$ cat config.mk
export PLATFORM = sky130hd
export DESIGN_NAME = alu_execute_unit
export DESIGN_NICKNAME = d
export VERILOG_FILES = /design/src/rtl/alu_execute_unit.sv
export SDC_FILE = /design/constraint.sdc
export NUM_CORES = 1
export LEC_CHECK = 0
export CAP_MARGIN = 30
export CORE_ASPECT_RATIO = 1.75
export CORE_UTILIZATION = 53
export DETAILED_ROUTE_END_ITERATION = 10
export PLACE_DENSITY = 0.88
export SETUP_SLACK_MARGIN = 0.02
export SKIP_LAST_GASP = 1
export SYNTH_ARGS = -nofsm -noshare
export SYNTH_HDL_FRONTEND = slang
export SYNTH_SLANG_ARGS = --single-unit
$ cat constraint.sdc
create_clock -name clk -period 4.4 [get_ports clk]
set_input_delay 0.44 -clock clk [delete_from_list [all_inputs] [get_ports clk]]
set_output_delay 0.44 -clock clk [all_outputs]
set_load 0.02 [all_outputs]
$ cat src/rtl/alu_execute_unit.sv
// Execute stage with ADD/SUB in one cycle and an optional WIDTH-cycle shift-add multiplier.
// The multiplier is compiled in only when the macro ALU_EXEC_MUL_EN is defined.
module alu_execute_unit #(
    parameter int WIDTH = 32
) (
    input  logic             clk,
    input  logic             reset_n,
    input  logic             InValid,
    input  logic [3:0]       ALUControl,
    input  logic [WIDTH-1:0] OperandA,
    input  logic [WIDTH-1:0] OperandB,
    output logic             InReady,
    output logic             OutValid,
    input  logic             OutReady,
    output logic [WIDTH-1:0] Result,
    output logic             Zero,
    output logic             IllegalOp,
    output logic             Busy
);

    localparam logic [3:0] OP_ADD = 4'b0000;
    localparam logic [3:0] OP_SUB = 4'b0001;

`ifdef ALU_EXEC_MUL_EN
    localparam logic [3:0] OP_MUL = 4'b0010;
    localparam int CNT_W = (WIDTH > 1) ? $clog2(WIDTH) : 1;
    localparam logic [CNT_W-1:0] CNT_LAST = CNT_W'(WIDTH - 1);

    typedef enum logic [1:0] {
        IDLE = 2'd0,
        MUL  = 2'd1,
        DONE = 2'd2
    } state_t;
`else
    typedef enum logic [1:0] {
        IDLE = 2'd0,
        DONE = 2'd2
    } state_t;
`endif

    state_t           state_reg, state_next;
    logic [WIDTH-1:0] result_reg, result_next;
    logic             zero_reg, zero_next;
    logic             illegal_reg, illegal_next;

    logic             accept;
    logic             load_res;
    logic [WIDTH-1:0] res_val;
    logic             ill_val;

`ifdef ALU_EXEC_MUL_EN
    logic [WIDTH-1:0] mcand_reg, mcand_next;
    logic [WIDTH-1:0] mplier_reg, mplier_next;
    logic [WIDTH-1:0] acc_reg, acc_next;
    logic [CNT_W-1:0] cnt_reg, cnt_next;
    logic [WIDTH-1:0] acc_step;

    // One partial product per cycle; multiplicand shifts left, multiplier shifts right.
    assign acc_step = mplier_reg[0] ? (acc_reg + mcand_reg) : acc_reg;
    assign Busy     = (state_reg == MUL);
`else
    assign Busy     = 1'b0;
`endif

    assign InReady   = (state_reg == IDLE) || ((state_reg == DONE) && OutReady);
    assign accept    = InValid && InReady;
    assign OutValid  = (state_reg == DONE);
    assign Result    = result_reg;
    assign Zero      = zero_reg;
    assign IllegalOp = illegal_reg;

    always_comb begin
        state_next   = state_reg;
        result_next  = result_reg;
        zero_next    = zero_reg;
        illegal_next = illegal_reg;
        load_res     = 1'b0;
        res_val      = '0;
        ill_val      = 1'b0;
`ifdef ALU_EXEC_MUL_EN
        mcand_next   = mcand_reg;
        mplier_next  = mplier_reg;
        acc_next     = acc_reg;
        cnt_next     = cnt_reg;
`endif

        case (state_reg)
            IDLE, DONE: begin
                if (accept) begin
                    // A new op in DONE also consumes the pending result on this edge.
                    case (ALUControl)
                        OP_ADD: begin
                            state_next = DONE;
                            load_res   = 1'b1;
                            res_val    = OperandA + OperandB;
                        end
                        OP_SUB: begin
                            state_next = DONE;
                            load_res   = 1'b1;
                            res_val    = OperandA - OperandB;
                        end
`ifdef ALU_EXEC_MUL_EN
                        OP_MUL: begin
                            state_next  = MUL;
                            mcand_next  = OperandA;
                            mplier_next = OperandB;
                            acc_next    = '0;
                            cnt_next    = '0;
                        end
`endif
                        default: begin
                            state_next = DONE;
                            load_res   = 1'b1;
                            res_val    = '0;
                            ill_val    = 1'b1;
                        end
                    endcase
                end else if ((state_reg == DONE) && OutReady) begin
                    state_next = IDLE;
                end
            end
`ifdef ALU_EXEC_MUL_EN
            MUL: begin
                acc_next    = acc_step;
                mcand_next  = mcand_reg << 1;
                mplier_next = mplier_reg >> 1;
                cnt_next    = cnt_reg + 1'b1;
                if (cnt_reg == CNT_LAST) begin
                    state_next = DONE;
                    load_res   = 1'b1;
                    res_val    = acc_step;
                end
            end
`endif
            default: state_next = IDLE;
        endcase

        // Zero and IllegalOp always move together with Result.
        if (load_res) begin
            result_next  = res_val;
            zero_next    = (res_val == '0);
            illegal_next = ill_val;
        end
    end

    always_ff @(posedge clk or negedge reset_n) begin
        if (!reset_n) begin
            state_reg   <= IDLE;
            result_reg  <= '0;
            zero_reg    <= 1'b0;
            illegal_reg <= 1'b0;
`ifdef ALU_EXEC_MUL_EN
            mcand_reg   <= '0;
            mplier_reg  <= '0;
            acc_reg     <= '0;
            cnt_reg     <= '0;
`endif
        end else begin
            state_reg   <= state_next;
            result_reg  <= result_next;
            zero_reg    <= zero_next;
            illegal_reg <= illegal_next;
`ifdef ALU_EXEC_MUL_EN
            mcand_reg   <= mcand_next;
            mplier_reg  <= mplier_next;
            acc_reg     <= acc_next;
            cnt_reg     <= cnt_next;
`endif
        end
    end

endmodule

==> reports/results.txt, run 1 <==
outcome - stopped before the end
Last stage - global routing
stop err - [ERROR GRT-0232] Routing congestion too high. Check the congestion heatmap in the GUI.
total grt overflow - 34
Syn Area/Cell - 8.04 um^2
Seq/Total Area, Yosys - 23.2%
worst endpoint after global-route timing repair - Zero$_DFFE_PN0P_/D
syn_nets - 574
total clock sinks - 35
CTS Root Cell - clkbuf_16
Synth Register Bits - 35
predominant post-synthesis flop cell - dfrtp_1
Syn. warnings - 0
DIE WIDTH - 65.8 um
GPL Wtd Cong - 0.907
Boundary Pins - 109
pin count of the biggest net entering global routing - 36
dpl hpwl - 11.4 mm
DP Area - 5960 um^2
Die Y - 114 um
H-tree depth - 2
Placed Cells - 781
Post-synth EDFFs - 0
Initial Utilization - 55.0%
Post-Synthesis Cells - 469
total track usage - 70.2%
row cnt - 40
Worst EP kind - register data pin
Post-Syn Area - 3770 um^2
CTS max path bufs - 2
I/O Buffers - 107
FFs w/ async S/R, synth - 100%
Cell variety after synth - 59
Num CTS Buffers - 5
## cells in the mapped netlist (all sizes together), types with 3 or more instances
cell type,n,area [um^2]
a2111oi,4,41.3
a211oi,5,37.5
a21o,12,90.1
a21oi,44,220
a22o,16,140
a31oi,3,18.8
and2,5,31.3
and3,7,43.8
buf,3,15.0
clkbuf,20,75.1
dfrtp,35,876
ha,32,400
inv,8,30.0
nand2,56,210
nand2b,11,68.8
nand3,7,35.0
nand4,6,37.5
nor2,21,78.8
nor2b,6,37.5
nor3,6,30.0
nor4,5,46.3
o21a,4,30.0
o21ai,40,204
o31ai,8,60.1
o41ai,5,43.8
or3,10,67.6
or4,4,33.8
xnor2,20,175
xor2,34,298
## routing by layer
metal	overflow	global-route usage, %
met3	1	44.1
met4	12	81.7
met1	0	68.8
met2	21	90.6
met5	0	0
## what timing repair did
| item | CTS |
|---|---|
| endpoints found under the setup margin | 12 |
| pin swaps | 25 |
| resized for setup | 34 |
| hold buffers | 0 |
| buffers inserted | 6 |
## per-stage QoR
step | setup slack [ns] | hold slack [ns]
after floorplan | -0.434 | 0.144
after global placement | -0.882 | 0.460
after CTS | -0.492 | 0.479
after detailed placement | -1.14 | 0.462
## kinds of logic after synthesis
family / after synthesis / synth area share (%)
AOI/OAI and AO/OA: 162 / 28.5
xor gates and xnor gates: 54 / 12.5
adders and majority gates: 33 / 11.1
buffers and inverters: 31 / 3.19
DFF: 35 / 23.2
muxes: 2 / 0.531
other: 1 / 0.0994
and+or+nand+nor: 151 / 20.7
==> run 2, diff against run 1 <==
--- a/config.mk
+++ b/config.mk
@@ -6,11 +6,9 @@
 export NUM_CORES = 1
 export LEC_CHECK = 0
 export CAP_MARGIN = 30
-export CORE_ASPECT_RATIO = 1.75
-export CORE_UTILIZATION = 53
+export CORE_UTILIZATION = 40
 export DETAILED_ROUTE_END_ITERATION = 10
-export PLACE_DENSITY = 0.88
-export SETUP_SLACK_MARGIN = 0.02
+export PLACE_DENSITY_LB_ADDON = 0.15
 export SKIP_LAST_GASP = 1
 export SYNTH_ARGS = -nofsm -noshare
 export SYNTH_HDL_FRONTEND = slang
==> run 2 against run 1 <==
  * Synthesized cell count stayed put
  * The flow now finishes, with violations (setup timing)
  * Synthesized area stayed put
==> reports/results.txt, run 2 <==
Sw Ratio - 35.8%
Data required, critical path - 4.58 ns
Post-Synthesis Cells - 469
fill count - 769
Rel. slew slack - 56.9%
initial antenna violation count - 0
Place WS - -1.07 ns
register area - 876 um^2
power consumption - 1.50 mW
share of cells above drive strength 1 - 31.6%
Sequential Power Share - 24.2%
Area contributors post-synth - dfrtp_1 (23%), ha_1 (11%), xor2_1 (7.9%)
CTS max path bufs - 2
# diodes - 0
Antenna Nets Post-Route - 0
Fin. Hold Viols - 0
Remaining DRCs - 0
Critical Path Fanout Max - 3
Hold-fix buffers, CTS - 0
total clock sinks - 35
syn_nets - 574
pin count of the biggest net entering global routing - 36
Worst setup SP type - input pin
Post-synth top cells - nand2_1 (56), a21oi_1 (44), o21ai_0 (38)
Die Y - 99.1 um
Cell variety after synth - 59
RSZ-0062 raised after global routing - yes
vias in the first global route - 4361
H-tree depth - 2
I/O Buffers - 107
TNS Setup - -0.389 ns
Non-Filler Instances - 845
Post-Syn Area - 3770 um^2
Clock Pin Slew Worst Setup and Hold Paths - 0.07 ns
Worst-Margin Slew - 0.646 ns
Internal - 0.959 mW
Num CTS Buffers - 5
CTS Root Cell - clkbuf_8
failing checks - setup timing
row cnt - 35
maximum ir drop on the vdd rail - 0.108 mV
Clk pwr share - 16.8%
Initial Utilization - 41.0%
PwrDens - 230 nW/um^2
Final Cell Area - 6490 um^2
dpl hpwl - 10.0 mm
Arr. time, crit path - 4.92 ns
Comb pwr share - 59.0%
total track usage - 24.8%
maxcap violations - 0
Yosys top cell area share - 23.2%
max frequency - 211 MHz
predominant post-synthesis flop cell - dfrtp_1
worst-skew pair later-pin latency - 0.28 ns
Syn. warnings - 0
HP Class - reg2reg
total number of vias - 4477
most common cell after layout, fill and taps aside - buf_4
final setup fails - 2
total grt overflow - 0
clk_skew - 0.00161 ns
crit share post-route - 108%
Placed Cells - 820
Post-synth EDFFs - 0
Boundary Pins - 109
Syn-to-layout area delta - 72.2%
final core utilization - 70.6%
number of flip-flops under the largest register name - 32
DP Area - 6090 um^2
first-pass GRT wire length - 19.9 mm
final wirelength - 12.4 mm
core box area - 9200 um^2
Hold WS - 0.475 ns
Syn Area/Cell - 8.04 um^2
kind of critical path - in2reg
Synth Register Bits - 35
Seq/Total Area, Yosys - 23.2%
DIE WIDTH - 99.1 um
nets - 838
outcome - finished with violations
GPL Wtd Cong - 0.907
crit path capture type - flop
Synth area leader - dfrtp_1
Net Sw Power - 0.536 mW
TritonCTS clock tree - done
LEAKAGE - 3.08 nW
most numerous cell in the Yosys netlist - nand2_1
post-route minimum period - 4.75 ns
FFs w/ async S/R, synth - 100%
die area - 9820 um^2
first-pass detailed-route iteration total - 4
1st-iter DRT viols - 94
DR WL/cell - 14.6 um
drt via density - 5.30
most frequent cells in the layout - buf_4 (172), clkdlybuf4s50_1 (97), nand2_1 (56), a21oi_1 (40), dfrtp_1 (35)
fin worst setup slack - -0.346 ns
area of the multi-input gates - 3010 um^2
Slew Viols, Final - 0
run 2: cell counts after synthesis:
Identical to the previous run, type by type.
run 2: layout make-up:
| type | count | share of cell area [%] |
|---|---|---|
| sequential | 35 | 13.5 |
| timing repair buffer | 280 | 36.1 |
| inverter | 8 | 0.462 |
| multi-input combinational | 403 | 46.3 |
| tap | 111 | 2.14 |
| clock buffer | 8 | 1.54 |
run 2: kinds of logic (layout without fill, tap and decap cells):
kind of cell	count (synthesis)	count (layout)	synth area share [%]
compound gates	162	162	28.5
xor+xnor	54	54	12.5
fa+ha+maj	33	33	11.1
buf+inv	31	296	3.19
flops	35	35	23.2
mux	2	2	0.531
other cells	1	1	0.0994
simple gates	151	151	20.7
run 2: final timing paths:
path,start,to,slack (ns),cells past startpoint
min in group asynchronous,reset_n,Result[5],0.55,2
setup / recovery,OperandB[8],Zero,-0.35,18
max in group asynchronous,reset_n,Result[28],3.54,2
hold / removal,Result[20],Result[20],0.47,2
hold reg to reg,Result[20],Result[20],0.47,2
setup reg to reg,state_reg[1],Zero,2.04,8
run 2: worst max-delay path, cell delays in order:
cell and delay [ns]:
buf_2 0.11, or4_4 0.51, or3_4 0.34, or3_4 0.34, or2_4 0.24, o21ai_2 0.12
xor2_1 0.16, ha_1 0.28, a21oi_2 0.18, o21ai_2 0.08, a2111o_1 0.44, a31oi_2 0.21
o41ai_2 0.11, or4_1 0.50, a21oi_2 0.18, mux2i_1 0.23, and4b_1 0.21, a32o_1 0.25
run 2: power by group through the flow:
stage / registers [mW] / clock network (mW) / logic [mW]
2_1_floorplan: 0.396 / 0 / 0.352
3_3_place_gp: 0.366 / 0 / 0.811
3_5_place_dp: 0.368 / 0 / 0.822
4_1_cts: 0.362 / 0.257 / 0.844
5_1_grt: 0.364 / 0.270 / 0.957
6_report: 0.361 / 0.251 / 0.882
run 2: per-layer routing:
layer,vias up,wire length (um),track usage [%]
met3,12,442,1.62
li1,2267,-,-
met1,2084,5990,34.0
met2,114,5810,43.4
met4,0,123,4.98
met5,-,0,0
run 2: repair_timing:
item                                    in CTS  in global routing
setup buffers                               15                  4
cloned                                       0                  0
resized for setup                           31                 51
endpoints found under the setup margin      10                 10
pin swaps                                   17                 35
(Power assumes the default switching activity.)
